**config.mk**
```make
export PLATFORM = sky130hd
export DESIGN_NAME = elevator_scheduler
export DESIGN_NICKNAME = d
export VERILOG_FILES = /design/src/rtl/elevator_pkg.sv /design/src/rtl/elev_tick_timer.sv /design/src/rtl/elevator_scheduler.sv
export SDC_FILE = /design/constraint.sdc
export NUM_CORES = 1
export LEC_CHECK = 0
export CAP_MARGIN = 0
export CORE_ASPECT_RATIO = 1.25
export CORE_UTILIZATION = 56
export CTS_BUF_LIST = sky130_fd_sc_hd__clkbuf_16
export DETAILED_ROUTE_END_ITERATION = 16
export PLACE_DENSITY = 0.91
export SLEW_MARGIN = 15
export SYNTH_ARGS = -nofsm -noshare
export SYNTH_HDL_FRONTEND = slang
export SYNTH_SLANG_ARGS = --single-unit
```
**constraint.sdc**
```tcl
create_clock -name clk -period 4.15 [get_ports clk]
set_input_delay 0.6225 -clock clk [delete_from_list [all_inputs] [get_ports clk]]
set_output_delay 0.6225 -clock clk [all_outputs]
set_load 0.005 [all_outputs]
```
**src/rtl/elevator_pkg.sv**
```systemverilog
// Shared types and helpers for the 3-floor elevator scheduler.
//   state_t        : controller states IDLE / MOVE / DOOR
//   FLOOR_1..3     : floor codes 2'b00 / 2'b01 / 2'b10 (2'b11 never used)
//   floor_mask()   : floor code -> one-hot request bit
//   nearest_ahead(): nearest pending floor strictly ahead of a floor in a direction,
//                    returned as {found, floor_code}
package elevator_pkg;

  typedef enum logic [1:0] {
    IDLE = 2'd0,
    MOVE = 2'd1,
    DOOR = 2'd2
  } state_t;

  localparam logic [1:0] FLOOR_1 = 2'b00;
  localparam logic [1:0] FLOOR_2 = 2'b01;
  localparam logic [1:0] FLOOR_3 = 2'b10;
  localparam int NUM_FLOORS = 3;

  function automatic logic [NUM_FLOORS-1:0] floor_mask(input logic [1:0] f);
    logic [NUM_FLOORS-1:0] m;
    case (f)
      FLOOR_1: m = 3'b001;
      FLOOR_2: m = 3'b010;
      FLOOR_3: m = 3'b100;
      default: m = 3'b000;
    endcase
    return m;
  endfunction

  function automatic logic [2:0] nearest_ahead(input logic [NUM_FLOORS-1:0] req,
                                                input logic [1:0] cur,
                                                input logic dir);
    logic [2:0] r;
    r = 3'b000;
    if (dir) begin
      if (cur == FLOOR_1) begin
        if (req[1])      r = {1'b1, FLOOR_2};
        else if (req[2]) r = {1'b1, FLOOR_3};
      end else if (cur == FLOOR_2) begin
        if (req[2])      r = {1'b1, FLOOR_3};
      end
    end else begin
      if (cur == FLOOR_3) begin
        if (req[1])      r = {1'b1, FLOOR_2};
        else if (req[0]) r = {1'b1, FLOOR_1};
      end else if (cur == FLOOR_2) begin
        if (req[0])      r = {1'b1, FLOOR_1};
      end
    end
    return r;
  endfunction

endpackage

```
**src/rtl/elev_tick_timer.sv**
```systemverilog
// Down-counting tick timer with terminal-count flag.
//   clk, rst_n : clock, async active-low reset (count clears to 0)
//   load       : load load_val (takes priority over run)
//   run        : decrement while nonzero
//   load_val   : reload value (ticks - 1)
//   tc         : count == 0; a load of N-1 gives tc after N-1 run cycles,
//                so the owner sees one period of N cycles
module elev_tick_timer #(
  parameter int WIDTH = 4
) (
  input  logic             clk,
  input  logic             rst_n,
  input  logic             load,
  input  logic             run,
  input  logic [WIDTH-1:0] load_val,
  output logic             tc
);

  logic [WIDTH-1:0] count;

  always_ff @(posedge clk or negedge rst_n) begin
    if (!rst_n) begin
      count <= '0;
    end else if (load) begin
      count <= load_val;
    end else if (run && (count != '0)) begin
      count <= count - 1'b1;
    end
  end

  assign tc = (count == '0);

endmodule

```
**src/rtl/elevator_scheduler.sv**
```systemverilog
// Single-car, 3-floor elevator controller with SCAN goal selection.
// Optional feature macro: ELEV_DOOR_HOLD_EN (door_hold freezes door dwell).
// Ports:
//   clk, rst_n  : clock, async active-low reset
//   req[2:0]    : pending call levels, bit i = floor code i
//   door_hold   : keep door open (only with ELEV_DOOR_HOLD_EN)
//   goal_floor  : target floor code
//   moving      : car travelling between floors
//   dir_up      : current / last travel direction
//   cur_floor   : floor the car is at or last passed
//   door_open   : door open (DOOR state)
//   clear_req   : one-cycle pulse for the floor just served
//
// state | meaning
// IDLE  | door closed, waiting for a call; picks direction and goal
// MOVE  | travelling, one floor per FLOOR_TICKS cycles
// DOOR  | door open for DOOR_TICKS cycles, own-floor calls restart dwell
module elevator_scheduler
  import elevator_pkg::*;
#(
  parameter int FLOOR_TICKS = 16,
  parameter int DOOR_TICKS  = 32
) (
  input  logic       clk,
  input  logic       rst_n,
  input  logic [2:0] req,
  input  logic       door_hold,
  output logic [1:0] goal_floor,
  output logic       moving,
  output logic       dir_up,
  output logic [1:0] cur_floor,
  output logic       door_open,
  output logic [2:0] clear_req
);

  localparam int MAX_TICKS = (FLOOR_TICKS > DOOR_TICKS) ? FLOOR_TICKS : DOOR_TICKS;
  localparam int TW = $clog2(MAX_TICKS);
  localparam logic [TW-1:0] STEP_LOAD = TW'(FLOOR_TICKS - 1);
  localparam logic [TW-1:0] DOOR_LOAD = TW'(DOOR_TICKS - 1);

  state_t     state, state_n;
  logic [1:0] cur_n, goal_n;
  logic       dir_n;
  logic [2:0] clear_n;
  logic       step_load, door_load, step_tc, door_tc;
  logic       hold_door;
  logic [1:0] next_cur;
  logic [2:0] pick_up, pick_dn, pick_step;
  logic       dir_sel;

`ifdef ELEV_DOOR_HOLD_EN
  assign hold_door = door_hold;
`else
  logic unused_door_hold;
  assign unused_door_hold = door_hold;
  assign hold_door = 1'b0;
`endif

  elev_tick_timer #(.WIDTH(TW)) u_step_timer (
    .clk      (clk),
    .rst_n    (rst_n),
    .load     (step_load),
    .run      (state == MOVE),
    .load_val (STEP_LOAD),
    .tc       (step_tc)
  );

  elev_tick_timer #(.WIDTH(TW)) u_door_timer (
    .clk      (clk),
    .rst_n    (rst_n),
    .load     (door_load),
    .run      (state == DOOR),
    .load_val (DOOR_LOAD),
    .tc       (door_tc)
  );

  always_ff @(posedge clk or negedge rst_n) begin
    if (!rst_n) begin
      state      <= IDLE;
      cur_floor  <= FLOOR_1;
      goal_floor <= FLOOR_1;
      dir_up     <= 1'b1;
      clear_req  <= 3'b000;
    end else begin
      state      <= state_n;
      cur_floor  <= cur_n;
      goal_floor <= goal_n;
      dir_up     <= dir_n;
      clear_req  <= clear_n;
    end
  end

  always_comb begin
    state_n   = state;
    cur_n     = cur_floor;
    goal_n    = goal_floor;
    dir_n     = dir_up;
    clear_n   = 3'b000;
    step_load = 1'b0;
    door_load = 1'b0;

    pick_up = nearest_ahead(req, cur_floor, 1'b1);
    pick_dn = nearest_ahead(req, cur_floor, 1'b0);

    // SCAN: keep direction while something is ahead, otherwise reverse;
    // the end floors force the only possible direction.
    if (cur_floor == FLOOR_3)      dir_sel = 1'b0;
    else if (cur_floor == FLOOR_1) dir_sel = 1'b1;
    else if (dir_up)               dir_sel = pick_up[2];
    else                           dir_sel = ~pick_dn[2];

    if (dir_up && (cur_floor != FLOOR_3))       next_cur = cur_floor + 2'd1;
    else if (!dir_up && (cur_floor != FLOOR_1)) next_cur = cur_floor - 2'd1;
    else                                        next_cur = cur_floor;

    pick_step = nearest_ahead(req, next_cur, dir_up);

    case (state)
      IDLE: begin
        if ((req & floor_mask(cur_floor)) != 3'b000) begin
          state_n   = DOOR;
          clear_n   = floor_mask(cur_floor);
          door_load = 1'b1;
        end else if (req != 3'b000) begin
          dir_n     = dir_sel;
          goal_n    = dir_sel ? pick_up[1:0] : pick_dn[1:0];
          state_n   = MOVE;
          step_load = 1'b1;
        end
      end

      MOVE: begin
        if (step_tc) begin
          step_load = 1'b1;
          cur_n     = next_cur;
          if ((req & floor_mask(next_cur)) != 3'b000) begin
            // arrival at a pending floor, including a retarget to a nearer call
            goal_n    = next_cur;
            state_n   = DOOR;
            clear_n   = floor_mask(next_cur);
            door_load = 1'b1;
          end else if (pick_step[2]) begin
            goal_n = pick_step[1:0];
          end else begin
            // goal call withdrawn and nothing further ahead: stop here
            state_n   = DOOR;
            door_load = 1'b1;
          end
        end
      end

      DOOR: begin
        // clear_req still high means the button block has not yet dropped the
        // call we just served; do not treat it as a fresh request.
        if (((req & floor_mask(cur_floor)) != 3'b000) &&
            ((clear_req & floor_mask(cur_floor)) == 3'b000)) begin
          clear_n   = floor_mask(cur_floor);
          door_load = 1'b1;
        end else if (hold_door) begin
          door_load = 1'b1;
        end else if (door_tc) begin
          state_n = IDLE;
        end
      end

      default: state_n = IDLE;
    endcase
  end

  assign moving    = (state == MOVE);
  assign door_open = (state == DOOR);

endmodule

```
# After elaboration in Yosys (flattened, before gate mapping)
# Cells that the tools add are included.
# W data, S select, Z words.
[word_totals] ff_bits=20 latchBits=0 ram_bits=0 rom_bits=0 in_bits=6 out_inout_bits=10 wordCells=116 n_memories=0
[classes] n_addsub=4 mul=0 n_div=0 n_lt_le_gt_ge=0 n_eq_ne=15 n_shift=0 muxes=58 bitwise_logic=6 n_reduce_logical=26
[ops] cell="$mux W3" n=21
[ops] cell="$mux W2" n=15
[ops] cell="$pmux W3 S3" n=3
[ops] cell="$mux W5" n=4
[ops] cell="$and A3 B3 Y3" n=4
[ops] cell="$ne A2 B2 Y1 const B" n=6
[ops] cell="$reduce_bool A3 Y1" n=4
[ops] cell="$mux W1" n=11
[ops] cell="$logic_not A5 Y1" n=2
[ops] cell="$reduce_and A5 Y1" n=2
[ops] cell="$reduce_bool A5 Y1" n=2
[ops] cell="$sub A5 B1 Y5 const B" n=2
[ops] cell="$ne A3 B3 Y1 const B" n=3
[ops] cell="$reduce_bool A2 Y1" n=4
[ops] cell="$eq A2 B1 Y1 const B" n=3
[ops] cell="$eq A2 B2 Y1 const B" n=3
[ops] cell="$logic_not A2 Y1" n=3
[ops] cell="$pmux W2 S3" n=1
[ops] cell="$logic_and A1 B1 Y1" n=5
[ops] cell="$pmux W2 S2" n=1
[ops] cell="$logic_not A3 Y1" n=1
[ops] cell="$pmux W1 S3" n=1
[ops] cell="$reduce_and A3 Y1" n=1
[ops] cell="$add A2 B1 Y2 const B" n=1
[ops] cell="5 further kinds" n=6

# Longest topological paths before layout
[depth] ltp_word=14 ltp_mapped=10 depth_no_buf=8

# By module
# A second synthesis with hierarchy kept.
[unflattened] hier_cells=190 hier_area_um2=1677.9
[by_module_without_submodules] module="elevator_scheduler" instances=1 cells_per_inst=126 area_each_um2=1069.8 seq_area_each_um2=251.5
[by_module_without_submodules] module="elev_tick_timer" instances=2 cells_per_inst=32 area_each_um2=304.0 seq_area_each_um2=125.1

# Least setup slack after synthesis
# No wires, ideal clock.
[synth_path] path_type="register to register" from="register cur_floor[1]" to="register goal_floor[1]" setup_time_ns=0.125 arrival_ns=2.336 required_ns=4.025 slack_ns=1.689 stages_incl_launch_ff=10 path_buffers=2 period_less_slack_ns=2.461 cell_sequence="dfrtp_1 > buf_2 > inv_1 > ha_1 > buf_2 > a221o_1 > nand2_1 > mux2_2 > a31o_4 > mux2_4"
[synth_between] elab_chain_cells=13 word_cells_on_any_way=46 classes_between="add/sub (2); eq/ne (7); mux (26); bitwise (3); reduce/logical (8)"
[synth_rtl] element="start: declaration" line="elevator_scheduler.sv:31" source="output logic [1:0] cur_floor,"
[synth_rtl] element="start signal: assignment" line="elevator_scheduler.sv:86" source="cur_floor <= cur_n;"
[synth_rtl] element="branches (longest 13 deep; another with $sub A2 B1 Y2)"
[synth_rtl] element="end signal: assignment" line="elevator_scheduler.sv:87" source="goal_floor <= goal_n;"
[synth_rtl] element="end: declaration" line="elevator_scheduler.sv:28" source="output logic [1:0] goal_floor,"
# Several ways; the timed one is not identified. The select of a mux whose other input is x is not followed.
# A chain may end at the register's enable or synchronous reset.

# Final worst setup path
[layout_path] from="register cur_floor[0]" to="register state[1]"
[layout_between] elab_chain_cells=13 word_cells_on_any_way=42 classes_between="add/sub (2); eq/ne (8); mux (17); bitwise (4); reduce/logical (11)"
[layout_rtl] element="branches (longest 13 deep; another with $sub A2 B1 Y2)"
[layout_rtl] element="end signal: assignment" line="elevator_scheduler.sv:85" source="state <= state_n;"
[layout_rtl] element="end: declaration" line="elevator_scheduler.sv:41" source="state_t state, state_n;"
# Several ways; the timed one is not identified. The select of a mux whose other input is x is not followed.

==> results.py <==
metrics = {
    "logic_synthesis": {
        "yosys_register_bits": 20,
        "synth_cell_types": 54,
        "netlist_area_um2": 1480,
        "synthAdderAreaFrac_pct": 5.09,
        "yosys.area_share.simple_pct": 23.6,
        "synth_compound_area_share_pct": 20.1,
        "syn-instance-count": 169,
        "yosysWarningCount": 0,
        "synth_xor_area_share_pct": 5.26,
        "synth.area.mux_share_pct": 5.17,
        "synthArstFlopShare_pct": 100,
        "seq_area_frac_synth_pct": 34.0,
        "synth_top_family_by_area": "simple AND/OR/NAND/NOR gates",
        "synth_flop_cell": "dfrtp_1",
        "synth_edf_count": 0,
        "syn-num-nets": 181,
        "avgSynthCellArea_um2": 8.73,
    },
    "layout": {
        "nNetsFinal": 191,
        "drive_above_1_share_pct": 8.99,
        "mostFrequentLayoutCell": "nand2_1",
        "final_cell_mix": "nand2_1 (25), dfrtp_1 (19), clkdlybuf4s50_1 (14)",
        "multi_input_area_um2": 873,
        "antenna_cells": 0,
        "area_growth_syn_to_layout_pct": 14.4,
        "nFillCells": 224,
        "fin_cells": 211,
        "regArea_um2": 502,
    },
    "die": {
        "die_h_um": 59.4,
        "die-area_um2": 2840,
        "rows": 20,
        "ios": 16,
        "start_util_pct": 60.2,
        "die_w_um": 47.9,
        "core-area_um2": 2450,
    },
    "clock_tree": {
        "post_cts_buffers": 0,
        "cts_hold_buf": 0,
        "ctsResizeCount": 0,
        "cts_tree": "yes",
        "h-tree-depth": 1,
        "clk_pin_slew_ps": 50,
        "clock_sinks": 20,
        "clkLatencyLatePin_ps": 250,
        "cts_inserted_buffers": 3,
        "clockBufferDepth": 2,
        "cts-root-buf": "clkbuf_16",
    },
    "timing": {
        "timing.max_slew.rel_slack_pct": 37.4,
        "finalSetupViolations": 0,
        "fmax_ghz": 0.318,
        "slew_viol_final": 0,
        "worst_hold_slack_ps": 516,
        "worstMarginPinSlew_ps": 933,
        "min_period_over_period_pct": 75.8,
        "hold_violations": 0,
        "rsz0062_at_grt": "false",
        "period_needed_ps": 3150,
        "final.setup_skew_ps": 2.28,
        "fin_tns_setup_ps": 0,
    },
    "global_routing": {
        "antenna_found_initial": 0,
        "grt_max_degree": 21,
        "grt_pass1_vias": 1277,
        "grt_first_pass_wirelength_um": 5390,
        "grt_overflow": 0,
        "grtUsageTotal_pct": 26.6,
    },
    "setup_path": {
        "worst_ep_required_time_ps": 4240,
        "r2r_slack_ps": 1000,
        "rr_startpoint": "cur_floor[0]",
        "regToRegEndpoint": "state[1]",
        "crit_type": "reg2reg",
        "cp-end-kind": "flop",
        "arrival_ps": 3240,
        "worstPathMaxFanout": 15,
        "rr_worst_depth": 8,
        "start_kind": "flop",
    },
    "placed_design": {
        "dp.cells": 207,
        "io_buffers": 14,
        "place_congestion": 0.877,
        "dp_hpwl_um": 2400,
    },
    "min_path": {
        "holdCritStartpoint": "u_step_timer.count[4]",
        "min_path_type": "reg2reg",
        "hold_path_depth": 1,
        "holdPathEnd": "u_step_timer.count[4]",
    },
    "route": {
        "vias": 1327,
        "drt-wirelength-per-cell_um": 16.0,
        "drt_first_pass_iters": 4,
        "drc": 0,
        "post_drt_via_cell_ratio": 6.29,
        "wirelength_um": 3370,
        "antenna_left": 0,
        "drtIter0Drc": 56,
    },
    "power": {
        "power_per_cell_area_nw_per_um2": 506,
        "ir_worst_vdd_uv": 259,
        "p_leak_nw": 0.701,
    },
    "run_status": {
        "status": "finished, final reports clean",
    },
    "run": {
        "cap_violations": 0,
    },
}
==> flip-flops by register name, indices dropped and copies added, names as in the netlist <==
name,count
u_door_timer.count,5
u_step_timer.count,5
clear_req,3
cur_floor,2
goal_floor,2
state,2
dir_up,1
==> cell type report <==
type | count | area share (%)
Multi-Input combinational cell | 126 | 51.7
Inverter | 14 | 3.11
Clock buffer | 3 | 4.45
Clock inverter | 1 | 0.222
Tap cell | 33 | 2.45
Sequential cell | 20 | 29.7
Timing Repair Buffer | 14 | 8.30
==> report_power, final <==
part           internal (W)  switching, W
Sequential         0.000244     0.0000605
Clock              0.000128     0.0000670
Combinational      0.000172      0.000184
Total              0.000543      0.000311
==> worst max-delay path: stages (launching register included) <==
cell and delay (ps):
dfrtp_1 700, inv_1 210, ha_1 420, mux2i_1 400
xnor2_2 200, mux2i_1 310, mux2i_1 140, o21ai_1 410
o311ai_1 190
==> per-layer routing <==
| metal | track usage, % | vias up | wire, um |
|---|---|---|---|
| met3 | 3.66 | 13 | 148 |
| met4 | 13.5 | 0 | 101 |
| li1 | - | 633 | - |
| met1 | 32.5 | 639 | 1350 |
| met2 | 43.8 | 42 | 1770 |
| met5 | 0 | - | 0 |
==> worst max-delay path by stage <==
stage / from / endpoint / slack, ps / cells after the start
2_1_floorplan: cur_floor[1] / goal_floor[1] / 1690 / 9
3_3_place_gp: cur_floor[0] / goal_floor[1] / 1240 / 8
3_5_place_dp: cur_floor[0] / state[1] / 1130 / 8
4_1_cts: cur_floor[0] / state[1] / 1030 / 8
5_1_grt: cur_floor[0] / state[1] / 780 / 8
6_report: cur_floor[0] / state[1] / 1000 / 8
==> cells in the mapped netlist, types with 2 or more instances <==
library cell   n  area share [%]
buf_2          2            0.68
nor2b_1        4             1.7
a22oi_1        2             1.0
a211oi_1       2             1.0
nor4_1         3             1.3
xnor2_1        6             3.6
and4b_1        2             1.4
nor3_1         6             2.0
o311ai_0       3             1.8
o211ai_1       3             1.5
a32o_1         2             1.4
nand2b_1       2            0.85
nand3_1        4             1.4
clkbuf_1       5             1.3
mux2i_1        5             3.4
ha_1           6             5.1
nor2_1        10             2.5
dfrtp_1       19              32
nand2_1       25             6.4
o21ai_0        5             1.7
a21oi_1        7             2.4
inv_2          2            0.51
nand3b_1       2             1.0
inv_1         12             3.1
==> stage by stage <==
step	power, W	area, um2	util, %	setup slack, ps
after floorplan	0.000546	1480	-	1690
after global placement	0.000634	1610	65.6	1240
after detailed placement	0.000654	1610	65.6	1130
after CTS	0.000860	1690	68.8	1030
after global routing	0.000911	1690	68.8	783
final	0.000855	1690	68.8	1000
==> cells by family (layout without fill, tap and decap cells) <==
group	after synthesis	count (layout)
compound gates	39	39
xor+xnor	8	8
fa+ha+maj	6	6
buf+inv	23	32
flops	20	20
mux	7	7
simple gates	66	66
No activity file was read; power rests on OpenSTA's default activity.
